## src/rtl/core_ifetch.sv

```systemverilog
// Instruction fetch unit: owns the PC and fetches one word per C_FETCH over a valid/ready read channel.
// Define IFETCH_BUSERR_EN to turn a non-OKAY M_RRESP into an ERR pulse with a NOP instruction.
module core_ifetch #(
   parameter logic [31:0] RESET_PC  = 32'h00000000,
   parameter logic [31:0] NOP_INSTR = 32'h00000013
) (
   input  logic        CLK,
   input  logic        RST,
   input  logic        C_FETCH,
   input  logic        PC_LOAD,
   input  logic [31:0] PC_NEXT,
   output logic        M_ARVALID,
   output logic [31:0] M_ARADDR,
   input  logic        M_ARREADY,
   input  logic        M_RVALID,
   input  logic [31:0] M_RDATA,
   input  logic [1:0]  M_RRESP,
   output logic        M_RREADY,
   output logic [31:0] PC,
   output logic [31:0] INSTRUCTION,
   output logic [31:0] INSTR_PC,
   output logic        DONE,
   output logic        ERR,
   output logic        BUSY
);

   typedef enum logic [1:0] {
      IDLE,
      ADDR,
      DATA
   } state_t;

   state_t      state;
   logic        load_seen;
   logic [31:0] fetch_addr;
   logic        bus_err;

   assign fetch_addr = PC_LOAD ? PC_NEXT : PC;

`ifdef IFETCH_BUSERR_EN
   assign bus_err = (M_RRESP != 2'b00);
`else
   logic unused_rresp;
   assign unused_rresp = ^M_RRESP;
   assign bus_err      = 1'b0;
`endif

   // A PC_LOAD seen while busy sticks in load_seen so the completion does not overwrite it.
   always_ff @(posedge CLK) begin
      if (RST) begin
         state       <= IDLE;
         load_seen   <= 1'b0;
         PC          <= RESET_PC;
         INSTRUCTION <= NOP_INSTR;
         INSTR_PC    <= RESET_PC;
         M_ARADDR    <= 32'h00000000;
         M_ARVALID   <= 1'b0;
         M_RREADY    <= 1'b0;
         DONE        <= 1'b0;
         ERR         <= 1'b0;
         BUSY        <= 1'b0;
      end else begin
         DONE <= 1'b0;
         ERR  <= 1'b0;
         case (state)
            IDLE: begin
               if (C_FETCH) begin
                  INSTR_PC <= fetch_addr;
                  if (fetch_addr[1:0] != 2'b00) begin
                     ERR         <= 1'b1;
                     INSTRUCTION <= NOP_INSTR;
                     PC          <= fetch_addr;
                  end else begin
                     M_ARADDR  <= fetch_addr;
                     M_ARVALID <= 1'b1;
                     BUSY      <= 1'b1;
                     load_seen <= 1'b0;
                     state     <= ADDR;
                  end
               end else if (PC_LOAD) begin
                  PC <= PC_NEXT;
               end
            end
            ADDR: begin
               if (PC_LOAD) begin
                  PC        <= PC_NEXT;
                  load_seen <= 1'b1;
               end
               if (M_ARREADY) begin
                  M_ARVALID <= 1'b0;
                  M_RREADY  <= 1'b1;
                  state     <= DATA;
               end
            end
            DATA: begin
               if (PC_LOAD) begin
                  PC        <= PC_NEXT;
                  load_seen <= 1'b1;
               end
               if (M_RVALID) begin
                  M_RREADY <= 1'b0;
                  BUSY     <= 1'b0;
                  state    <= IDLE;
                  if (bus_err) begin
                     INSTRUCTION <= NOP_INSTR;
                     ERR         <= 1'b1;
                     if (!PC_LOAD && !load_seen) begin
                        PC <= INSTR_PC;
                     end
                  end else begin
                     INSTRUCTION <= M_RDATA;
                     DONE        <= 1'b1;
                     if (!PC_LOAD && !load_seen) begin
                        PC <= INSTR_PC + 32'd4;
                     end
                  end
               end
            end
            default: begin
               state <= IDLE;
            end
         endcase
      end
   end

endmodule

```

## config.mk

```make
export PLATFORM = sky130hd
export DESIGN_NAME = core_ifetch
export DESIGN_NICKNAME = d
export VERILOG_FILES = /design/src/rtl/core_ifetch.sv
export SDC_FILE = /design/constraint.sdc
export NUM_CORES = 1
export LEC_CHECK = 0
export ABC_CLOCK_PERIOD_IN_PS = 3520
export CAP_MARGIN = 20
export CORE_MARGIN = 2
export CORE_UTILIZATION = 35
export DETAILED_ROUTE_END_ITERATION = 16
export GPL_TIMING_DRIVEN = 0
export PLACE_DENSITY = 0.75
export SYNTH_ARGS = -nofsm -noshare
export SYNTH_HDL_FRONTEND = slang
export SYNTH_SLANG_ARGS = --single-unit
```

## constraint.sdc

```tcl
create_clock -name CLK -period 3.52 [get_ports CLK]
set_input_delay 0.704 -clock CLK [delete_from_list [all_inputs] [get_ports CLK]]
set_output_delay 0.704 -clock CLK [all_outputs]
set_load 0.03 [all_outputs]
```

Word level (Yosys, flattened, before mapping)
Index checks and enable logic that the tools add are counted.
{"block": "classes", "shifts": 0, "magnitude_cmp": 0, "addsub": 1, "n_mux": 29, "bitwise": 4, "eq_ne": 9, "multipliers": 0, "n_reduce_logical": 22, "div_mod_pow": 0}
{"operator": "$mux W32", "count": 8}
{"operator": "$pmux W32 S3", "count": 1}
{"operator": "$pmux W32 S2", "count": 1}
{"operator": "$add A32 B3 Y32 const B", "count": 1}
{"operator": "$reduce_and A4 Y1", "count": 5}
{"operator": "$mux W1", "count": 10}
{"operator": "$ne A2 B2 Y1 const B", "count": 5}
{"operator": "$reduce_bool A2 Y1", "count": 5}
{"operator": "$mux W2", "count": 4}
{"operator": "$pmux W1 S2", "count": 4}
{"operator": "$pmux W2 S3", "count": 1}
{"operator": "$reduce_and A3 Y1", "count": 2}
{"operator": "$not A1 Y1", "count": 4}
{"operator": "$reduce_and A2 Y1", "count": 2}
{"operator": "$reduce_or A2 Y1", "count": 2}
{"operator": "$ne A3 B3 Y1 const B", "count": 1}
{"operator": "$reduce_bool A3 Y1", "count": 1}
{"operator": "$reduce_or A3 Y1", "count": 1}
{"operator": "$eq A2 B1 Y1 const B", "count": 1}
{"operator": "$eq A2 B2 Y1 const B", "count": 1}
{"operator": "$logic_not A1 Y1", "count": 2}
{"operator": "$logic_not A2 Y1", "count": 1}
{"operator": "$ne A2 B1 Y1 const B", "count": 1}
{"operator": "$logic_and A1 B1 Y1", "count": 1}
{"block": "word_totals", "memories": 0, "ram_bits": 0, "register_bits": 136, "output_inout_bits": 133, "wordCells": 76, "rom_bits": 0, "inputBits": 72, "latch_bits": 0}

Depth between registers and ports, before layout
Gate-level depths: netlist (run 1).
{"block": "depth", "word_depth": 5, "mapped_depth": 10, "depth_no_buf": 7}

Worst setup path after synthesis (run 1)
Ideal clock, no wire load.
{"block": "synth_path", "kind": "register to register", "start": "register INSTR_PC[2]", "end": "register PC[24]", "arrival_ns": 2.131, "slack_ns": 1.267, "n_path_buf": 1, "period_less_slack_ns": 2.253, "t_required_ns": 3.398, "setup_ns": 0.122, "path_stages_with_launch": 7, "path_cell_list": "dfxtp_1 > ha_1 > clkbuf_1 > nand4_2 > or4_1 > xnor2_1 > a221o_1"}
{"block": "synth_between", "elab_chain_cells": 4}
{"item": "start, declared", "line_no": "21", "source": "output logic [31:0] INSTR_PC,"}
{"item": "start signal, assigned", "line_no": "68", "source": "INSTR_PC <= fetch_addr;"}
{"item": "$add A32 B3 Y32", "line_no": "114", "source": "PC <= INSTR_PC + 32'd4;"}
{"item": "$mux W32", "line_no": "113", "source": "if (!PC_LOAD && !load_seen) begin"}
{"item": "$mux W32", "line_no": "100", "source": "if (M_RVALID) begin"}
{"item": "$pmux W32 S3", "line_no": "65", "source": "case (state)"}
{"item": "end signal, assigned", "line_no": "72", "source": "PC <= fetch_addr;"}
{"item": "end signal, assigned", "line_no": "114"}
{"item": "end, declared", "line_no": "19", "source": "output logic [31:0] PC,"}
Every way passes these cells.
A chain may end at the register's enable or synchronous reset.

Final worst setup path (run 1)
{"block": "layout_path", "start": "input port PC_NEXT[1]", "end": "register PC[9]"}
{"block": "layout_between", "elab_chain_cells": 4}
{"item": "start, declared", "line_no": "11", "source": "input logic [31:0] PC_NEXT,"}
{"item": "$mux W32"}
{"item": "$reduce_bool A2 Y1", "line_no": "69", "source": "if (fetch_addr[1:0] != 2'b00) begin"}
{"item": "$ne A3 B3 Y1 (no line)"}
{"item": "$reduce_and A2 Y1 (no line)"}
Every way passes these cells.

==> impl_results.md, run 1 <==
- Initial antenna violation count: 1
- GR peak layer: met2
- FF+latch count, synth: 136
- Detailed Route WL: 21800 um
- Area of the mapped netlist: 0.00618 mm2
- Minimum clock period: 2.60 ns
- Slew headroom: 31.0%
- Critical Path Fanout Max: 10
- Initial Utilization: 35.7%
- CP startpoint kind: primary input
- Max Cap Viol: 0
- Vias in the first global route: 6191
- Largest area contributor in the netlist: dfxtp_1
- Routed Antenna Nets: 0
- Fin crit share: 73.8%
- HP Start: INSTRUCTION[18]
- DRT Pass-1 Iters: 5
- Static leakage: 3.36 nW
- Post-synth EDFFs: 0
- WHS: 0.467 ns
- Layout cell share with drive strength beyond 1: 6.24%
- Largest net degree at the start of global routing: 17
- GR Overflow Total: 0
- DIE WIDTH: 137 um
- DRT iter0 DRCs: 382
- Total number of vias: 6376
- Synth top area share: 44.0%
- FF/Latch Area: 0.00272 mm2
- RSZ-0062 raised after global routing: false
- Max Fclk: 385 MHz
- Yosys Warn Count: 0
- # hold bufs at CTS: 0
- Register area share after synthesis: 44.0%
- Critical path endpoint category: flip-flop
- Global router's overall resource usage: 23.5%
- Critical path launch point: PC_NEXT[1]
- Final non-filler cell area: 0.00918 mm2
- Detail Placement HPWL: 15800 um
- # resized after CTS: 0
- H-Tree Level Count: 4
- Routed wire length per instance: 18.6 um
- Average size of a mapped cell: 8.69 um2
- Primary FF master, synth: dfxtp_1
- Clock transition at path regs: 0.06 ns
- Row count: 48
- Fillers: 1606
- Area growth syn-to-layout: 48.6%
- Area of the multi-input gates: 0.00316 mm2
- Least-Margin Pin Slew: 1.03 ns
- Clock Sinks: 136
- Top cells by area, synth: dfxtp_1, a211oi_1, mux2i_1, nor2_1, a21oi_1
- Clock latency on the worst-skew pair: 0.43 ns
- Crit Path Class: in -> reg
- Pins Over Slew Limit: 0
- CTS tree: done
- # IOs: 205
- Longest Clk Path Bufs: 2
- Placed cell area: 0.00848 mm2
- Netlist cell types: 54
- Drt drc: 0
- M2 GR Usage: 37.2%
- Final setup violation count: 0
- Fraction of registers with async set/reset: 0%
- CTS buffer count: 17
- Nets@finish: 1008
- Worst clock skew: 0.00847 ns
- First-pass GRT wire length: 33600 um
- Final GP Congestion: 0.858
- Final Hold Viols: 0
- Clk root buf: clkbuf_16
- Core area: 0.0173 mm2
- Worst reg2reg path startpoint: state[0]
- WP data arrival: 2.88 ns
- Sum Neg Setup Slack: 0 ns
- Global routing usage on met3: 8.00%
- Vias/cell: 5.44
- Die height: 137 um
- Synthesized net count: 787
- Met1 usage: 28.8%
- Post-Syn Instances: 711
- Setup Buffers After CTS: 0
- Outcome: completed
- Synth cell count leaders: dfxtp_1, nor2_1, a211oi_1
- Top-count cell post-synth: dfxtp_1
- PD cells: 777 mW/mm2
- PortBufs: 201
- Hold WC Path Type: reg -> reg
- Required time worst endpoint: 3.80 ns
- Die area: 0.0187 mm2
- Worst VDD drop: 0.371 mV
## layout by cell type (no fill, tap or decap), types with 5 or more instances in the layout
master,netlist,routed
buf_2,14,15
bufinv_16,0,7
nor3_1,15,15
nand4_1,6,6
dfxtp_1,136,136
nand2_1,49,49
xor2_1,6,6
nand3_1,45,45
a211oi_1,66,66
and3_1,10,10
o211ai_1,14,14
nor2_1,78,78
clkbuf_16,0,17
o21ai_0,13,13
clkbuf_1,38,39
a221o_1,5,5
a21oi_1,56,56
inv_1,10,10
mux2i_1,37,37
and4_1,6,6
xnor2_1,15,15
nand2b_1,30,30
clkdlybuf4s50_1,0,201
## where the power goes
group	switching, mW	leakage, nW	total (mW)	internal, mW
combinational	1.73	1.90	2.82	1.09
sequential	0.320	1.11	2.17	1.85
clock	0.707	0.340	2.15	1.44
total	2.76	3.36	7.14	4.38
## metrics by stage
stage / total power [mW] / setup slack, ns / utilization, % / instances
3_3_place_gp: 4.96 / 0.152 / 49.0 / 1137
4_1_cts: 7.14 / 0.964 / 53.1 / 1170
3_5_place_dp: 4.99 / 0.529 / 49.0 / 1138
6_report: 7.14 / 0.923 / 53.1 / 1171
5_1_grt: 7.47 / 0.810 / 53.1 / 1171
2_1_floorplan: 3.85 / 1.27 / - / 711
## worst paths after layout
path | end | slack [ns] | cells after the start
setup reg to reg | INSTR_PC[12] | 1.01 | 8
hold reg to reg | INSTRUCTION[18] | 0.47 | 2
hold / removal | INSTRUCTION[18] | 0.47 | 2
setup / recovery | PC[9] | 0.92 | 8
## logic make-up (layout without fill, tap and decap cells)
kind of cell / Yosys count / in the layout / share of synthesized area [%]
buffers and inverters: 69 / 303 / 4.84
XOR/XNOR: 21 / 21 / 2.98
AO/OA/AOI/OAI: 179 / 179 / 19.7
other: 0 / 1 / 0
adder cells (fa/ha/maj): 4 / 4 / 0.810
AND/OR/NAND/NOR: 265 / 265 / 21.6
multiplexers: 37 / 37 / 5.99
flip-flops: 136 / 136 / 44.0
## registers in the layout, indices dropped and copies added, names as in the netlist
signal	count
BUSY	1
PC	32
state	2
load_seen	1
ERR	1
DONE	1
M_ARVALID	1
INSTR_PC	32
INSTRUCTION	32
M_ARADDR	32
M_RREADY	1
## worst max-delay path, stage by stage
cell,delay (ns)
clkdlybuf4s50_1,0.48
or3b_1,0.47
a21boi_4,0.37
nor2_1,0.12
buf_2,0.23
buf_2,0.25
o211ai_1,0.14
a21oi_1,0.09
## per-layer routing
layer	part of all wire (%)	vias to the layer above	routed length (um)
met4	3.1	0	679
met2	46	332	10000
met3	10	54	2170
li1	-	3011	-
met1	41	2979	8900
met5	0	-	0
## area by class of cell
| class | count | share of cell area [%] |
|---|---|---|
| Buffer | 59 | 2.85 |
| Antenna cell | 1 | 0.0272 |
| Sequential cell | 136 | 29.6 |
| Clock inverter | 12 | 2.67 |
| Tap cell | 225 | 3.07 |
| Inverter | 10 | 0.409 |
| Multi-Input combinational cell | 506 | 34.4 |
| Clock buffer | 20 | 4.97 |
| Timing Repair Buffer | 202 | 22.0 |
(Power assumes the default switching activity.)
==> run 2, diff against run 1 <==
--- a/config.mk
+++ b/config.mk
@@ -5,7 +5,7 @@
 export SDC_FILE = /design/constraint.sdc
 export NUM_CORES = 1
 export LEC_CHECK = 0
-export ABC_CLOCK_PERIOD_IN_PS = 3520
+export ABC_CLOCK_PERIOD_IN_PS = 2600
 export CAP_MARGIN = 20
 export CORE_MARGIN = 2
 export CORE_UTILIZATION = 35
==> constraint.sdc (replaced) <==
create_clock -name CLK -period 2.6 [get_ports CLK]
set_input_delay 0.52 -clock CLK [delete_from_list [all_inputs] [get_ports CLK]]
set_output_delay 0.52 -clock CLK [all_outputs]
set_load 0.03 [all_outputs]
==> impl_results.md, run 2 (same netlist as run 1, synthesis figures left out) <==
- Area growth syn-to-layout: 48.6% (unchanged)
- Clk root buf: clkbuf_16
- PD cells: 1050 mW/mm2 (+36%)
- CTS buffer count: 17 (unchanged)
- Outcome: completed
- Clock transition at path regs: 0.06 ns (about the same)
- Internal power: 5.94 mW (+36%)
- Global router's overall resource usage: 23.5% (unchanged)
- Clock Sinks: 136 (unchanged)
- Layout cell share with drive strength beyond 1: 6.36% (+0.11 points)
- Minimum clock period: 2.47 ns
- Required time worst endpoint: 2.91 ns (-0.89 ns)
- Detailed Route WL: 21800 um (about the same)
- Die height: 137 um (unchanged)
- Row count: 48 (unchanged)
- WP data arrival: 2.79 ns (-0.09 ns)
- Routed Antenna Nets: 0 (unchanged)
- Total number of vias: 6397 (+0.33%)
- Crit-path cells: ha_1 -> clkbuf_1 -> nand4_2 -> or4_1 -> xnor2_1 -> a221o_1
- Most frequent cells in the layout: clkdlybuf4s50_1, dfxtp_1, nor2_1
- Slowest CP cell: or4_1
- Max Cap Viol: 0 (unchanged)
- Critical Path Fanout Max: 8 (-2)
- Hold WC Path Type: reg -> reg
- Detail Placement HPWL: 15800 um (unchanged)
- Routed wire length per instance: 18.6 um (+0.15%)
- Die area: 0.0187 mm2 (unchanged)
- Slowest cell delay on critical path: 0.55 ns (+0.07 ns)
- Final Util: 53.1% (unchanged)
- Vias in the first global route: 6191 (unchanged)
- Drt drc: 0 (unchanged)
- P_sw: 3.74 mW (+36%)
- Least-Margin Pin Slew: 1.03 ns (-0.00794 ns)
- Crit path max-delay family: simple AND/OR/NAND/NOR gates
- Final non-filler cell area: 0.00918 mm2 (unchanged)
- DIE WIDTH: 137 um (unchanged)
- First-pass GRT wire length: 33600 um (unchanged)
- Final setup violation count: 0 (unchanged)
- CTS tree: done
- Worst flop-to-flop path endpoint: PC[24]
- # IOs: 205 (unchanged)
- Most common cell after layout, fill and taps aside: clkdlybuf4s50_1
- Critical path endpoint category: flip-flop
- DRT iter0 DRCs: 424 (+11%)
- DRT Pass-1 Iters: 5 (unchanged)
- CP startpoint kind: flip-flop
- Max Fclk: 404 MHz
- Final Hold Viols: 0 (unchanged)
- Largest net degree at the start of global routing: 17 (unchanged)
- Proportion of power drawn by flip-flops and latches: 30.4% (about the same)
- Final GP Congestion: 0.858 (unchanged)
- Worst clock skew: 0.00846 ns (-0.00000849 ns)
- Worst VDD drop: 0.505 mV (+36%)
- Sw frac: 38.6% (about the same)
- Critical Path Stages: 6 (-2)
- Initial antenna violation count: 1 (unchanged)
- Initial Utilization: 35.7% (unchanged)
- Static leakage: 3.36 nW (about the same)
- H-Tree Level Count: 4 (unchanged)
- PortBufs: 201 (unchanged)
- RSZ-0062 raised after global routing: false
- HP Start: INSTRUCTION[18]
- Worst path bufs/invs: 1 (-2)
- Longest Clk Path Bufs: 2 (unchanged)
- Cells after DPL: 1138 (unchanged)
- Crit Path Class: reg -> reg
- Worst reg2reg path startpoint: INSTR_PC[2]
- Core area: 0.0173 mm2 (unchanged)
- WHS Endpoint: INSTRUCTION[18]
- Clk pwr share: 30.0% (about the same)
- WHS: 0.467 ns (+0.00000500 ns)
- R2r worst-path depth: 6 (-2)
- GR Overflow Total: 0 (unchanged)
- Pins Over Slew Limit: 0 (unchanged)
- # hold bufs at CTS: 0 (unchanged)
- Hold depth: 2 (unchanged)
- Clock latency on the worst-skew pair: 0.43 ns (about the same)
- Vias/cell: 5.47 (+0.42%)
- Placed cell area: 0.00848 mm2 (unchanged)
- Fin crit share: 95.1%
- Nets@finish: 1007 (-0.099%)
- Slew headroom: 31.6% (+0.53 points)
- Non-Filler Instances: 1170 (-0.085%)
- Comb pwr share: 39.6% (about the same)
- R2R setup slack: 0.13 ns (-0.88 ns)
-- run 2: cell types whose count changed in the layout (fill, tap and decap cells not counted) --
cell / before / now
clkbuf_4: 0 / 1
buf_2: 15 / 14
clkbuf_2: 0 / 1
clkbuf_1: 39 / 37
-- run 2: worst max path at each step --
| stage | from | to | slack, ns |
|---|---|---|---|
| global route | state[0] | INSTRUCTION[0] | 0.04 |
| CTS | state[0] | INSTR_PC[12] | 0.09 |
| finish | INSTR_PC[2] | PC[24] | 0.13 |
| floorplan | INSTR_PC[2] | PC[24] | 0.35 |
| detailed placement | PC_NEXT[1] | INSTRUCTION[4] | -0.21 |
| global placement | M_RVALID | PC[14] | -0.58 |
-- run 2: stage by stage --
stage	total power [mW]	setup WS, ns	TNS, ns
after floorplan	5.22	0.347	0
after global placement	6.72	-0.584	-10.07
after detailed placement	6.76	-0.207	-6.98
after CTS	9.67	0.0853	0
after global routing	10.1	0.0351	0
final	9.68	0.128	0
-- run 2: repair_timing --
item                                    4_1_cts  5_1_grt
gates resized for setup                       0        3
hold endpoints to repair                      0        0
setup buffers                                 0        0
endpoints found under the setup margin        0       14
-- run 2: cell type report --
type,count,area [um2]
Timing Repair Buffer,202,2020
Antenna cell,1,2.50
Buffer,58,262
Fill cell,1604,8110
Inverter,10,37.5
Multi-Input combinational cell,506,3160
Clock buffer,20,457
Tap cell,225,282
Sequential cell,136,2720
Clock inverter,12,245
-- run 2: power groups by stage --
stage | logic (mW) | registers (mW) | clock network, mW
2_1_floorplan | 1.57 | 3.64 | 0
3_3_place_gp | 3.76 | 2.95 | 0
3_5_place_dp | 3.79 | 2.97 | 0
4_1_cts | 3.81 | 2.93 | 2.93
5_1_grt | 4.11 | 2.99 | 3.02
6_report | 3.83 | 2.94 | 2.90
-- run 2: worst min-delay path, stage by stage (launching register included) --
cell and delay (ns):
dfxtp_1 0.31, nand2b_1 0.06, a21oi_1 0.05
-- run 2: layer usage --
metal / vias up / track usage (%) / wire length [um] / part of all wire [%]
li1: 3009 / - / - / -
met1: 2992 / 28.8 / 8880 / 41
met2: 346 / 37.2 / 10000 / 46
met3: 50 / 8.00 / 2190 / 10
met4: 0 / 10.7 / 673 / 3.1
met5: - / 0 / 0 / 0
==> run 3, diff against run 2 <==
--- a/config.mk
+++ b/config.mk
@@ -11,7 +11,7 @@
 export CORE_UTILIZATION = 35
 export DETAILED_ROUTE_END_ITERATION = 16
 export GPL_TIMING_DRIVEN = 0
-export PLACE_DENSITY = 0.75
+export PLACE_DENSITY = 0.63
 export SYNTH_ARGS = -nofsm -noshare
 export SYNTH_HDL_FRONTEND = slang
 export SYNTH_SLANG_ARGS = --single-unit
==> impl_results.md, run 3 (same netlist as run 1, synthesis figures left out) <==
- Minimum clock period: 2.45 ns (-0.0218 ns)
- P_sw: 3.70 mW (-1.2%)
- Max Fclk: 408 MHz (+0.89%)
- Total number of vias: 6275 (-1.9%)
- Critical path launch point: INSTR_PC[2]
- Routed Antenna Nets: 0 (unchanged)
- Pins Over Slew Limit: 0 (unchanged)
- Detail Placement HPWL: 16200 um (+2.3%)
- Proportion of power drawn by flip-flops and latches: 32.7% (+2.3 points)
- Outcome: completed
- Worst flop-to-flop path endpoint: PC[24]
- Final Hold Viols: 0 (unchanged)
- Initial Utilization: 35.7% (unchanged)
- RSZ-0062 raised after global routing: false
- WHS: 0.467 ns (-0.000749 ns)
- Nets@finish: 1007 (unchanged)
- Worst clock skew: 0.00557 ns (-0.00289 ns)
- Final setup violation count: 0 (unchanged)
- First-pass GRT wire length: 34100 um (+1.2%)
- R2R setup slack: 0.15 ns (+0.02 ns)
- CTS buffer count: 17 (unchanged)
- GR Overflow Total: 0 (unchanged)
- Core area: 0.0173 mm2 (unchanged)
- Final non-filler cell area: 0.00903 mm2 (-1.7%)
- Dpl ws: -0.244 ns (-0.0368 ns)
- Hold WC Path Type: reg -> reg
- Vias in the first global route: 5942 (-4.0%)
- Final WS setup: 0.149 ns (+0.0218 ns)
- Detailed Route WL: 22200 um (+1.9%)
- Routed wire length per instance: 19.0 um (+2.1%)
- PD cells: 998 mW/mm2 (-5.3%)
- Drt drc: 0 (unchanged)
- WP data arrival: 2.76 ns (-0.03 ns)
- Clk root buf: clkbuf_16
- Area growth syn-to-layout: 46.1%
- R2r worst-path depth: 6 (unchanged)
- Longest Clk Path Bufs: 2 (unchanged)
- Die area: 0.0187 mm2 (unchanged)
- Worst VDD drop: 0.515 mV (+1.9%)
- Slew headroom: 33.6% (+2.0 points)
- Max Cap Viol: 0 (unchanged)
- CP startpoint kind: flip-flop
- PortBufs: 201 (unchanged)
- Crit Path Class: reg -> reg
- Row count: 48 (unchanged)
- DRT iter0 DRCs: 453 (+6.8%)
- Fin crit share: 94.3% (-0.84 points)
- Global router's overall resource usage: 24.0% (+0.53 points)
- Least-Margin Pin Slew: 0.996 ns (-0.0302 ns)
- Most common cell after layout, fill and taps aside: clkdlybuf4s50_1
- H-Tree Level Count: 4 (unchanged)
- Placed cell area: 0.00848 mm2 (unchanged)
- Initial antenna violation count: 0 (-1)
- Largest net degree at the start of global routing: 17 (unchanged)
- Comb pwr share: 42.8% (+3.2 points)
- Clock transition at path regs: 0.06 ns (about the same)
- Internal power: 5.32 mW (-10%)
- Required time worst endpoint: 2.91 ns (about the same)
- Critical Path Fanout Max: 8 (unchanged)
- Non-Filler Instances: 1168 (-0.17%)
- # IOs: 205 (unchanged)
- # diodes: 0 (-1)
- Final GP Congestion: 0.864 (+0.68%)
- Clock latency on the worst-skew pair: 0.43 ns (about the same)
- Most frequent cells in the layout: clkdlybuf4s50_1, dfxtp_1, nor2_1
- Clk pwr share: 24.5% (-5.5 points)
- Layout cell share with drive strength beyond 1: 6.36% (+0.0067 points)
- Worst reg2reg path startpoint: INSTR_PC[2]
- CTS tree: done
- Cells after DPL: 1137 (-0.088%)
- DIE WIDTH: 137 um (unchanged)
- Clock Sinks: 136 (unchanged)
- DRT Pass-1 Iters: 5 (unchanged)
- Sw frac: 41.0% (+2.4 points)
- # hold bufs at CTS: 0 (unchanged)
- Critical path endpoint category: flip-flop
- Static leakage: 3.30 nW (-1.9%)
- Crit path to: PC[24]
- Die height: 137 um (unchanged)
- Vias/cell: 5.37 (-1.7%)
==> run 3: timing repair <==
item,CTS,global route
endpoints found under the setup margin,0,45
setup buffers,0,1
resized for setup,0,6
==> run 3: worst min path at each step <==
stage,from,endpoint,slack [ns],cells past startpoint
global placement,INSTRUCTION[14],INSTRUCTION[14],0.45,2
floorplan,load_seen,load_seen,0.48,2
CTS,INSTRUCTION[21],INSTRUCTION[21],0.47,2
finish,INSTRUCTION[12],INSTRUCTION[12],0.47,2
detailed placement,INSTRUCTION[5],INSTRUCTION[5],0.46,2
global route,INSTRUCTION[2],INSTRUCTION[2],0.48,2
==> run 3: critical path: stages (launching register included) <==
cell and delay [ns]:
dfxtp_1 0.48, ha_1 0.19, clkbuf_1 0.40, nand4_4 0.27, or4_1 0.48, xnor2_1 0.14
a221o_1 0.36
==> run 3: area by class of cell <==
type,instances,area (um2)
Fill cell,1667,8270
Multi-Input combinational cell,506,3180
Sequential cell,136,2720
Timing Repair Buffer,202,2020
Clock buffer,20,447
Tap cell,225,282
Buffer,58,260
Clock inverter,11,82.6
Inverter,10,37.5
==> run 3: per-stage QoR <==
step / utilization [%] / setup TNS [ns] / power (mW)
2_1_floorplan: - / 0 / 5.22
3_3_place_gp: 49.0 / -10.39 / 6.77
3_5_place_dp: 49.0 / -7.94 / 6.79
4_1_cts: 52.1 / 0 / 9.02
5_1_grt: 52.2 / 0 / 9.48
6_report: 52.2 / 0 / 9.01
==> run 3: power by group through the flow <==
stage | registers, mW | logic, mW | clock network [mW]
after detailed placement | 2.98 | 3.81 | 0
after global routing | 3.00 | 4.14 | 2.34
after floorplan | 3.64 | 1.57 | 0
after global placement | 2.97 | 3.80 | 0
final | 2.95 | 3.85 | 2.21
after CTS | 2.94 | 3.83 | 2.25
==> run 3: per-layer routing <==
| metal | wire, um | up-vias | global-route usage, % | share of wire [%] |
|---|---|---|---|---|
| met3 | 2090 | 26 | 8.00 | 9.4 |
| met1 | 9650 | 2984 | 32.1 | 44 |
| met5 | 0 | - | 0 | 0 |
| met2 | 10000 | 250 | 35.9 | 45 |
| met4 | 407 | 0 | 8.88 | 1.8 |
| li1 | - | 3015 | - | - |
